**config.mk**
```make
export PLATFORM = sky130hd
export DESIGN_NAME = uc_broadcaster
export DESIGN_NICKNAME = d
export VERILOG_FILES = /design/src/rtl/uc_pkg.sv /design/src/rtl/uc_rx_fifo.sv /design/src/rtl/uc_broadcaster.sv
export SDC_FILE = /design/constraint.sdc
export NUM_CORES = 1
export LEC_CHECK = 0
export CAP_MARGIN = 20
export CORE_UTILIZATION = 30
export DETAILED_ROUTE_END_ITERATION = 6
export GPL_TIMING_DRIVEN = 0
export PLACE_DENSITY_LB_ADDON = 0.05
export SKIP_CTS_REPAIR_TIMING = 1
export SLEW_MARGIN = 20
export SYNTH_ARGS = -nofsm -noshare
export SYNTH_HDL_FRONTEND = slang
export SYNTH_HIERARCHICAL = 1
export SYNTH_SLANG_ARGS = --single-unit
```
**constraint.sdc**
```tcl
create_clock -name clk -period 6.26 [get_ports clk]
set_clock_uncertainty 0.2 [all_clocks]
set_input_delay 0.626 -clock clk [delete_from_list [all_inputs] [get_ports clk]]
set_output_delay 0.626 -clock clk [all_outputs]
set_load 0.005 [all_outputs]
```
**src/rtl/uc_pkg.sv**
```systemverilog
// Shared types and default sizing for the unit-clause broadcast path.
// Pure declarations: no logic, no latency, no flow control.
package uc_pkg;
  localparam int UC_LENGTH  = 1024;
  localparam int NUM_ENGINE = 4;
  localparam int LIT_W      = $clog2(UC_LENGTH);
  localparam int DEPTH      = 8;
  localparam int CNT_W      = 16;

  typedef logic signed [LIT_W-1:0] lit_t;
  typedef enum logic [1:0] {IDLE, RUN, HALT} uc_bc_state_t;
endpackage

```
**src/rtl/uc_rx_fifo.sv**
```systemverilog
// Per-engine receive FIFO with show-ahead head; write visible on the next cycle.
// Full/empty come from registered occupancy; flush wins over any read or write.
module uc_rx_fifo #(
  parameter int W     = 10,
  parameter int DEPTH = 8
) (
  input  logic         clk,
  input  logic         rst,
  input  logic         flush,
  input  logic         wr,
  input  logic [W-1:0] wdata,
  input  logic         rd,
  output logic [W-1:0] rdata,
  output logic         empty,
  output logic         full
);
  localparam int AW = $clog2(DEPTH);
  localparam logic [AW:0] FULL_OCC = (AW+1)'(DEPTH);

  logic [W-1:0]  mem [DEPTH];
  logic [AW-1:0] wptr, rptr;
  logic [AW:0]   occ;
  logic          do_wr, do_rd;

  assign empty = (occ == '0);
  assign full  = (occ == FULL_OCC);
  assign do_wr = wr && !full && !flush;
  assign do_rd = rd && !empty && !flush;
  assign rdata = empty ? '0 : mem[rptr];

  always_ff @(posedge clk or negedge rst) begin
    if (!rst) begin
      wptr <= '0;
      rptr <= '0;
      occ  <= '0;
    end else if (flush) begin
      wptr <= '0;
      rptr <= '0;
      occ  <= '0;
    end else begin
      if (do_wr) wptr <= wptr + 1'b1;
      if (do_rd) rptr <= rptr + 1'b1;
      // simultaneous read and write leaves occupancy unchanged
      case ({do_wr, do_rd})
        2'b10:   occ <= occ + 1'b1;
        2'b01:   occ <= occ - 1'b1;
        default: ;
      endcase
    end
  end

  always_ff @(posedge clk) begin
    if (do_wr) mem[wptr] <= wdata;
  end
endmodule

```
**src/rtl/uc_broadcaster.sv**
```systemverilog
// Pops unit-clause literals and copies each into every engine FIFO (visible next cycle).
// Pop stalls while any engine FIFO is full; a conflict halts and flushes all FIFOs.
module uc_broadcaster #(
  parameter int NUM_ENGINE = uc_pkg::NUM_ENGINE,
  parameter int LIT_W      = uc_pkg::LIT_W,
  parameter int DEPTH      = uc_pkg::DEPTH,
  parameter int CNT_W      = uc_pkg::CNT_W
) (
  input  logic                          clk,
  input  logic                          rst,
  input  logic                          start,
  input  logic                          uca_empty,
  input  logic signed [LIT_W-1:0]       uca_lit,
  input  logic                          uca_conflict,
  output logic                          uca_pop,
  output logic [NUM_ENGINE-1:0]         eng_valid,
  output logic [NUM_ENGINE*LIT_W-1:0]   eng_lit,
  input  logic [NUM_ENGINE-1:0]         eng_rd,
  output logic [CNT_W-1:0]              bc_count,
  output logic                          halted,
  output logic                          err_zero
);
  import uc_pkg::*;

  uc_bc_state_t          state, state_nxt;
  logic [NUM_ENGINE-1:0] full_v, empty_v;
  logic                  flush, lit_zero, wr;

  always_ff @(posedge clk or negedge rst) begin
    if (!rst) state <= IDLE;
    else      state <= state_nxt;
  end

  always_comb begin
    state_nxt = state;
    uca_pop   = 1'b0;
    case (state)
      IDLE: begin
        if (uca_conflict) state_nxt = HALT;
        else if (start)   state_nxt = RUN;
      end
      RUN: begin
        if (uca_conflict) state_nxt = HALT;
        else              uca_pop = !uca_empty && !(|full_v);
      end
      HALT:    state_nxt = HALT;
      default: state_nxt = IDLE;
    endcase
  end

  // flush lands on the edge into HALT and keeps the FIFOs empty afterwards
  assign flush    = (state_nxt == HALT);
  assign lit_zero = (uca_lit == '0);
  assign wr       = uca_pop && !lit_zero;
  assign halted   = (state == HALT);

  always_ff @(posedge clk or negedge rst) begin
    if (!rst) begin
      bc_count <= '0;
      err_zero <= 1'b0;
    end else begin
      if (wr)                 bc_count <= bc_count + 1'b1;
      if (uca_pop && lit_zero) err_zero <= 1'b1;
    end
  end

  for (genvar g = 0; g < NUM_ENGINE; g++) begin : g_eng
    uc_rx_fifo #(.W(LIT_W), .DEPTH(DEPTH)) u_fifo (
      .clk   (clk),
      .rst   (rst),
      .flush (flush),
      .wr    (wr),
      .wdata (uca_lit),
      .rd    (eng_rd[g]),
      .rdata (eng_lit[g*LIT_W +: LIT_W]),
      .empty (empty_v[g]),
      .full  (full_v[g])
    );
  end

  assign eng_valid = ~empty_v;
endmodule

```
==> results.py, run 1 <==
metrics = {
    "timing": {
        "hold_violations": 0,
        "final.period_utilization_pct": 74.5,
        "tns_ns": 0,
        "grt_setup_unrepaired": "no",
        "slew_viol_final": 0,
        "timing.final.ws_setup_ns": 1.60,
        "max_freq_ghz": 0.215,
        "timing.hold.ws_ns": 0.275,
        "tightest_slew_ns": 1.13,
        "relSlewSlack_pct": 24.2,
        "period_needed_ns": 4.66,
        "setup_viol": 0,
    },
    "critical_path": {
        "cpLargestDelayFamily": "simple AND/OR/NAND/NOR gates",
        "crit_chain": "or4b_4, buf_6, inv_1, nor4_1, and4b_1, buf_6, nand2_2, inv_1, clkbuf_1, nand2_2, or3_1, nor2_1",
        "slowest_delay_ns": 0.86,
        "reg2reg_depth": 12,
        "crit_required_ns": 6.23,
        "critPathSlowestCell": "nor2_1",
        "crit_fanout": 10,
        "path_depth": 12,
        "arrival_ns": 4.63,
        "rrSetupSlack_ns": 1.60,
        "cp_num_buf_inv": 5,
        "critPathLaunchType": "flop",
        "criticalPathCategory": "reg2reg",
        "crit_path_end_kind": "flop",
    },
    "floorplanning": {
        "start_util_pct": 30.5,
        "die_area_um2": 54700,
        "die_h_um": 234,
        "ioPinCount": 82,
        "core_um2": 52900,
        "die_w_um": 234,
        "core.rowCount": 84,
    },
    "cts": {
        "cts_root_buf": "clkbuf_16",
        "cts_buffers": 45,
        "tritoncts": "built",
        "clk_pin_slew_worst_paths_ns": 0.05,
        "cts_buffer_depth": 3,
        "clock_sinks": 379,
        "clock_latency_ns": 0.55,
        "cts-htree-levels": 2,
    },
    "detailed_routing": {
        "dr.pass1.iters": 7,
        "num_vias": 8492,
        "wl_um": 38000,
        "avgViaCountPerCell": 4.70,
        "drc_errors": 4,
        "first_iter_violations": 398,
        "wl_per_cell_um": 21.1,
        "drtAntennaViolNets": 0,
    },
    "pwr": {
        "peakVddDrop_v": 0.000153,
        "p_int_mw": 4.50,
        "pwr-share-comb_pct": 7.2,
        "switching_share_pct": 22.1,
        "power_mw": 5.78,
        "pwr-share-seq_pct": 47.9,
        "leakagePower_nw": 6.46,
        "clock_power_share_pct": 44.9,
        "power_switching_mw": 1.28,
        "power.density_nw_per_um2": 295,
    },
    "synth": {
        "synthXorXnorAreaFrac_pct": 2.55,
        "syn_inst": 936,
        "synthFlopType": "edfxtp_1",
        "yosys-top-cells-area": "edfxtp_1, mux4_2, dfrtp_1, mux2i_1, nor2_1",
        "synth-seq-cells": 379,
        "synth_seq_area_share_pct": 68.8,
        "synth_area_um2": 16100,
        "synth_top_family_by_area": "multiplexers",
        "synth_compound_area_share_pct": 3.55,
        "async_reset_ff_share_pct": 15.6,
        "yosysMostFrequentCell": "edfxtp_1",
        "avgSynthCellArea_um2": 17.2,
        "synth_area_leader_cell": "edfxtp_1",
        "synth-simple-area-share_pct": 7.48,
        "synthMuxAreaShare_pct": 14.0,
        "synthesis.nets": 972,
        "yosys-top-cells-count": "edfxtp_1, nor2_1, mux4_2",
        "synth_fa_ha_area_share_pct": 1.32,
        "synth_edf_count": 320,
        "synth_top_area_share_pct": 59.6,
        "synth-warning-count": 6,
        "yosys.cell_types.count": 47,
    },
    "place": {
        "place_hpwl_um": 24900,
        "io_buffers": 81,
        "gp_congestion": 0.779,
        "pre_cts_slack_ns": 1.55,
    },
    "min_path": {
        "worstHoldPathCells": 1,
        "hold_path.class": "reg2reg",
    },
    "cells_and_area": {
        "drive_gt1_share_pct": 21.9,
        "final_util_pct": 37.1,
        "diodes": 0,
        "area_delta_synth_final_pct": 21.6,
        "fin_nets": 1120,
    },
    "global_route": {
        "grt_pass1_wl_um": 58100,
        "grt_max_degree": 35,
        "grt_overflow_total": 0,
        "track_usage_pct": 14.6,
        "antenna_found_initial": 2,
        "grt_pass1_vias": 8999,
    },
    "run_status": {
        "violations": "DRC",
        "status": "complete, but fails checks",
    },
    "flow_run": {
        "max-cap-violations": 0,
    },
}
cell usage in the layout, fill, tap and decap left out, types with 5 or more instances in the layout:
cell type and instances:
buf_16 7, inv_1 23, nand2_2 5, buf_6 15, nand2b_1 8, nor3_2 8, clkinv_1 5, nor2_2 11
mux2i_1 44, buf_4 5, nand3_1 17, clkbuf_8 6, buf_2 18, dfrtp_1 59, bufinv_16 5, xnor2_1 27
a21oi_1 24, xor2_1 20, nand4_1 15, mux4_2 80, clkbuf_16 45, nor2_1 93, nor4_1 5, nand2_1 33
clkbuf_1 48, clkdlybuf4s50_1 70, ha_1 17, edfxtp_1 320
cell families after synthesis:
| logic type | Yosys count |
|---|---|
| fa+ha+maj | 17 |
| xor+xnor | 47 |
| simple gates | 234 |
| buf+inv | 74 |
| mux | 125 |
| compound gates | 60 |
| flops | 379 |
flip-flops by register name (all words and copies together) (netlist names):
name	count
g_eng.u_fifo/mem	320
bc_count	16
g_eng.u_fifo/occ	16
g_eng.u_fifo/rptr	12
g_eng.u_fifo/wptr	12
state	2
err_zero	1
final timing paths:
path,from,end
max,g_eng[1].u_fifo/occ[0],g_eng[1].u_fifo/mem[6][1]
min,bc_count[15],bc_count[15]
max reg2reg,g_eng[1].u_fifo/occ[0],g_eng[1].u_fifo/mem[6][1]
min reg2reg,bc_count[15],bc_count[15]
max in group asynchronous,rst,g_eng[2].u_fifo/rptr[2]
min in group asynchronous,rst,g_eng[3].u_fifo/occ[1]
routing by layer:
metal	global-route usage [%]	share of wire (%)	vias to the layer above
met5	0	0.021	-
met4	3.77	1.8	2
met3	3.14	4.1	55
met2	25.4	51	142
met1	18.4	43	4350
li1	-	-	3943
power by group through the flow:
stage / clock [mW] / sequential, mW / combinational, mW
2_1_floorplan: 0 / 2.82 / 0.219
3_3_place_gp: 0 / 2.82 / 0.412
3_5_place_dp: 0 / 2.82 / 0.425
4_1_cts: 2.69 / 2.77 / 0.428
5_1_grt: 2.80 / 2.77 / 0.467
6_report: 2.59 / 2.77 / 0.417
cell type report:
type | instances | area [um^2]
buffer | 51 | 285
fill | 4982 | 33300
clock buffer | 66 | 1260
clock inverter | 14 | 194
sequential | 379 | 11100
multi-input combinational | 483 | 4730
tap | 688 | 861
inverter | 23 | 86.3
timing repair buffer | 101 | 1100
stage by stage:
step / instance area, um^2 / cells
final: 19600 / 1805
after global routing: 19600 / 1805
after CTS: 19600 / 1804
after detailed placement: 18100 / 1724
after global placement: 17800 / 1705
after floorplan: 16100 / 936
(Power assumes the default switching activity.)
==> inputs of run 2 (changes only) <==
clock period = 4.45 ns   (was 6.26 ns; I/O delays follow)
==> run 2 against run 1 <==
- the flow still finishes with violations (DRC)
- register-to-register slack got worse by 1.4 ns
- combinational power increased by 41%
- first-iteration DRC count up 1.8%
- largest power group unchanged
- highest routed layer unchanged
==> results.py, run 2 (synthesis results as in run 1) <==
metrics = {
    "run_status": {
        "status": "complete, but fails checks",
        "violations": "DRC",
    },
    "global_route": {
        "grt_pass1_vias": 8999,
        "grt_overflow_total": 0,
        "grt_pass1_wl_um": 58100,
        "track_usage_pct": 14.6,
        "antenna_found_initial": 2,
        "grt_max_degree": 35,
    },
    "cells_and_area": {
        "area_delta_synth_final_pct": 22.1,
        "multiInputGateArea_um2": 4800,
        "finish.instance_area_um2": 19700,
        "mostFrequentLayoutCells": "edfxtp_1, nor2_1, mux4_2",
        "layout_commonest_cell": "edfxtp_1",
        "diodes": 0,
        "final_util_pct": 37.2,
        "reg_top3": "g_eng.u_fifo/mem (320), bc_count (16), g_eng.u_fifo/occ (16)",
        "fin_nets": 1120,
        "largest_reg_flops": 320,
        "regArea_um2": 11100,
        "drive_gt1_share_pct": 23.0,
        "fillers": 4975,
        "regMostFlops": "g_eng.u_fifo/mem",
    },
    "cts": {
        "clock_sinks": 379,
        "cts_buffer_depth": 3,
        "clk_pin_slew_worst_paths_ns": 0.06,
        "cts_buffers": 45,
        "cts_root_buf": "clkbuf_16",
        "cts-htree-levels": 2,
        "tritoncts": "built",
        "clock_latency_ns": 0.55,
    },
    "detailed_routing": {
        "avgViaCountPerCell": 4.69,
        "wl_met1_um": 16000,
        "drc_errors": 4,
        "wl_um": 38000,
        "topRoutingLayerUsed": "met5",
        "wl_met2_um": 19600,
        "dr.pass1.iters": 7,
        "route.met3.wl_um": 1560,
        "wl_per_cell_um": 21.0,
        "drtAntennaViolNets": 0,
        "num_vias": 8466,
        "first_iter_violations": 405,
    },
    "floorplanning": {
        "start_util_pct": 30.5,
        "core.rowCount": 84,
        "die_w_um": 234,
        "die_area_um2": 54700,
        "core_um2": 52900,
        "die_h_um": 234,
        "ioPinCount": 82,
    },
    "critical_path": {
        "criticalPathCategory": "reg2reg",
        "crit_fanout": 10,
        "crit_required_ns": 4.43,
        "r2r_start": "g_eng[1].u_fifo/occ[0]",
        "arrival_ns": 4.27,
        "worstSetupStartpoint": "g_eng[1].u_fifo/occ[0]",
        "critPathLaunchType": "flop",
        "crit_path_end_kind": "flop",
        "rrSetupSlack_ns": 0.16,
    },
    "pwr": {
        "peakVddDrop_v": 0.000218,
        "pwr-share-seq_pct": 47.9,
        "switching_share_pct": 22.2,
        "pwr-share-comb_pct": 7.3,
        "leakagePower_nw": 6.46,
        "clock_power_share_pct": 44.9,
        "p_int_mw": 6.33,
        "power_switching_mw": 1.80,
        "power.density_nw_per_um2": 413,
    },
    "timing": {
        "relSlewSlack_pct": 31.2,
        "tightest_slew_ns": 1.03,
        "period_needed_ns": 4.29,
        "final.period_utilization_pct": 96.4,
        "setup_viol": 0,
        "slew_viol_final": 0,
        "hold_violations": 0,
        "max_freq_ghz": 0.233,
        "timing.hold.ws_ns": 0.128,
    },
    "place": {
        "placed_cell_area_um2": 18100,
        "gp_congestion": 0.779,
        "io_buffers": 81,
        "place_hpwl_um": 24900,
    },
    "flow_run": {
        "max-cap-violations": 0,
    },
    "min_path": {
        "min_from": "uca_lit[6]",
        "hold_path.class": "in2reg",
    },
}
==> run 2: cell type report <==
cell class	count	area share, %
Clock buffer	66	6.43
Timing Repair Buffer	101	5.58
Tap cell	688	4.37
Sequential cell	379	56.3
Multi-Input combinational cell	483	24.4
Inverter	23	0.439
Clock inverter	14	0.985
Buffer	51	1.47
==> run 2: path summary, 6_finish.rpt <==
kind / cells after the start / end
worst max-delay path: 12 / g_eng[1].u_fifo/mem[2][7]
worst min-delay path: 1 / g_eng[2].u_fifo/mem[0][6]
worst max register to register: 12 / g_eng[1].u_fifo/mem[2][7]
worst min register to register: 1 / bc_count[15]
max in group asynchronous: 3 / g_eng[2].u_fifo/rptr[2]
min in group asynchronous: 2 / g_eng[3].u_fifo/occ[1]
==> run 2: power groups by stage <==
stage,sequential (mW),clock [mW],combinational [mW]
2_1_floorplan,3.97,0,0.308
3_3_place_gp,3.97,0,0.580
3_5_place_dp,3.97,0,0.598
4_1_cts,3.89,3.79,0.602
5_1_grt,3.90,3.94,0.657
6_report,3.90,3.65,0.590
==> run 2: per-layer routing <==
metal	vias to the layer above	track usage (%)
met1	4332	18.4
met5	-	0
met2	138	25.4
met3	56	3.14
li1	3938	-
met4	2	3.77
==> run 2: per-stage QoR <==
step | power [mW] | worst slack, ns | cells | setup TNS, ns
after CTS | 8.29 | -0.265 | 1804 | -18.70
after floorplan | 4.27 | 0.783 | 936 | 0
final | 8.13 | 0.162 | 1805 | 0
after detailed placement | 4.57 | -0.264 | 1724 | -17.47
after global routing | 8.49 | -0.0103 | 1805 | -0.0473
after global placement | 4.55 | -1.81 | 1705 | -357.20
==> run 2: worst max-delay path, stage by stage, from the launching register on <==
cell and delay [ns]:
dfrtp_1 0.52, or4b_4 0.20, buf_6 0.13, inv_1 0.11, nor4_1 0.43, and4b_1 0.27
buf_6 0.15, nand2_2 0.09, inv_1 0.28, clkbuf_2 0.30, nand2_2 0.15, or3_1 0.46
nor2_2 0.61
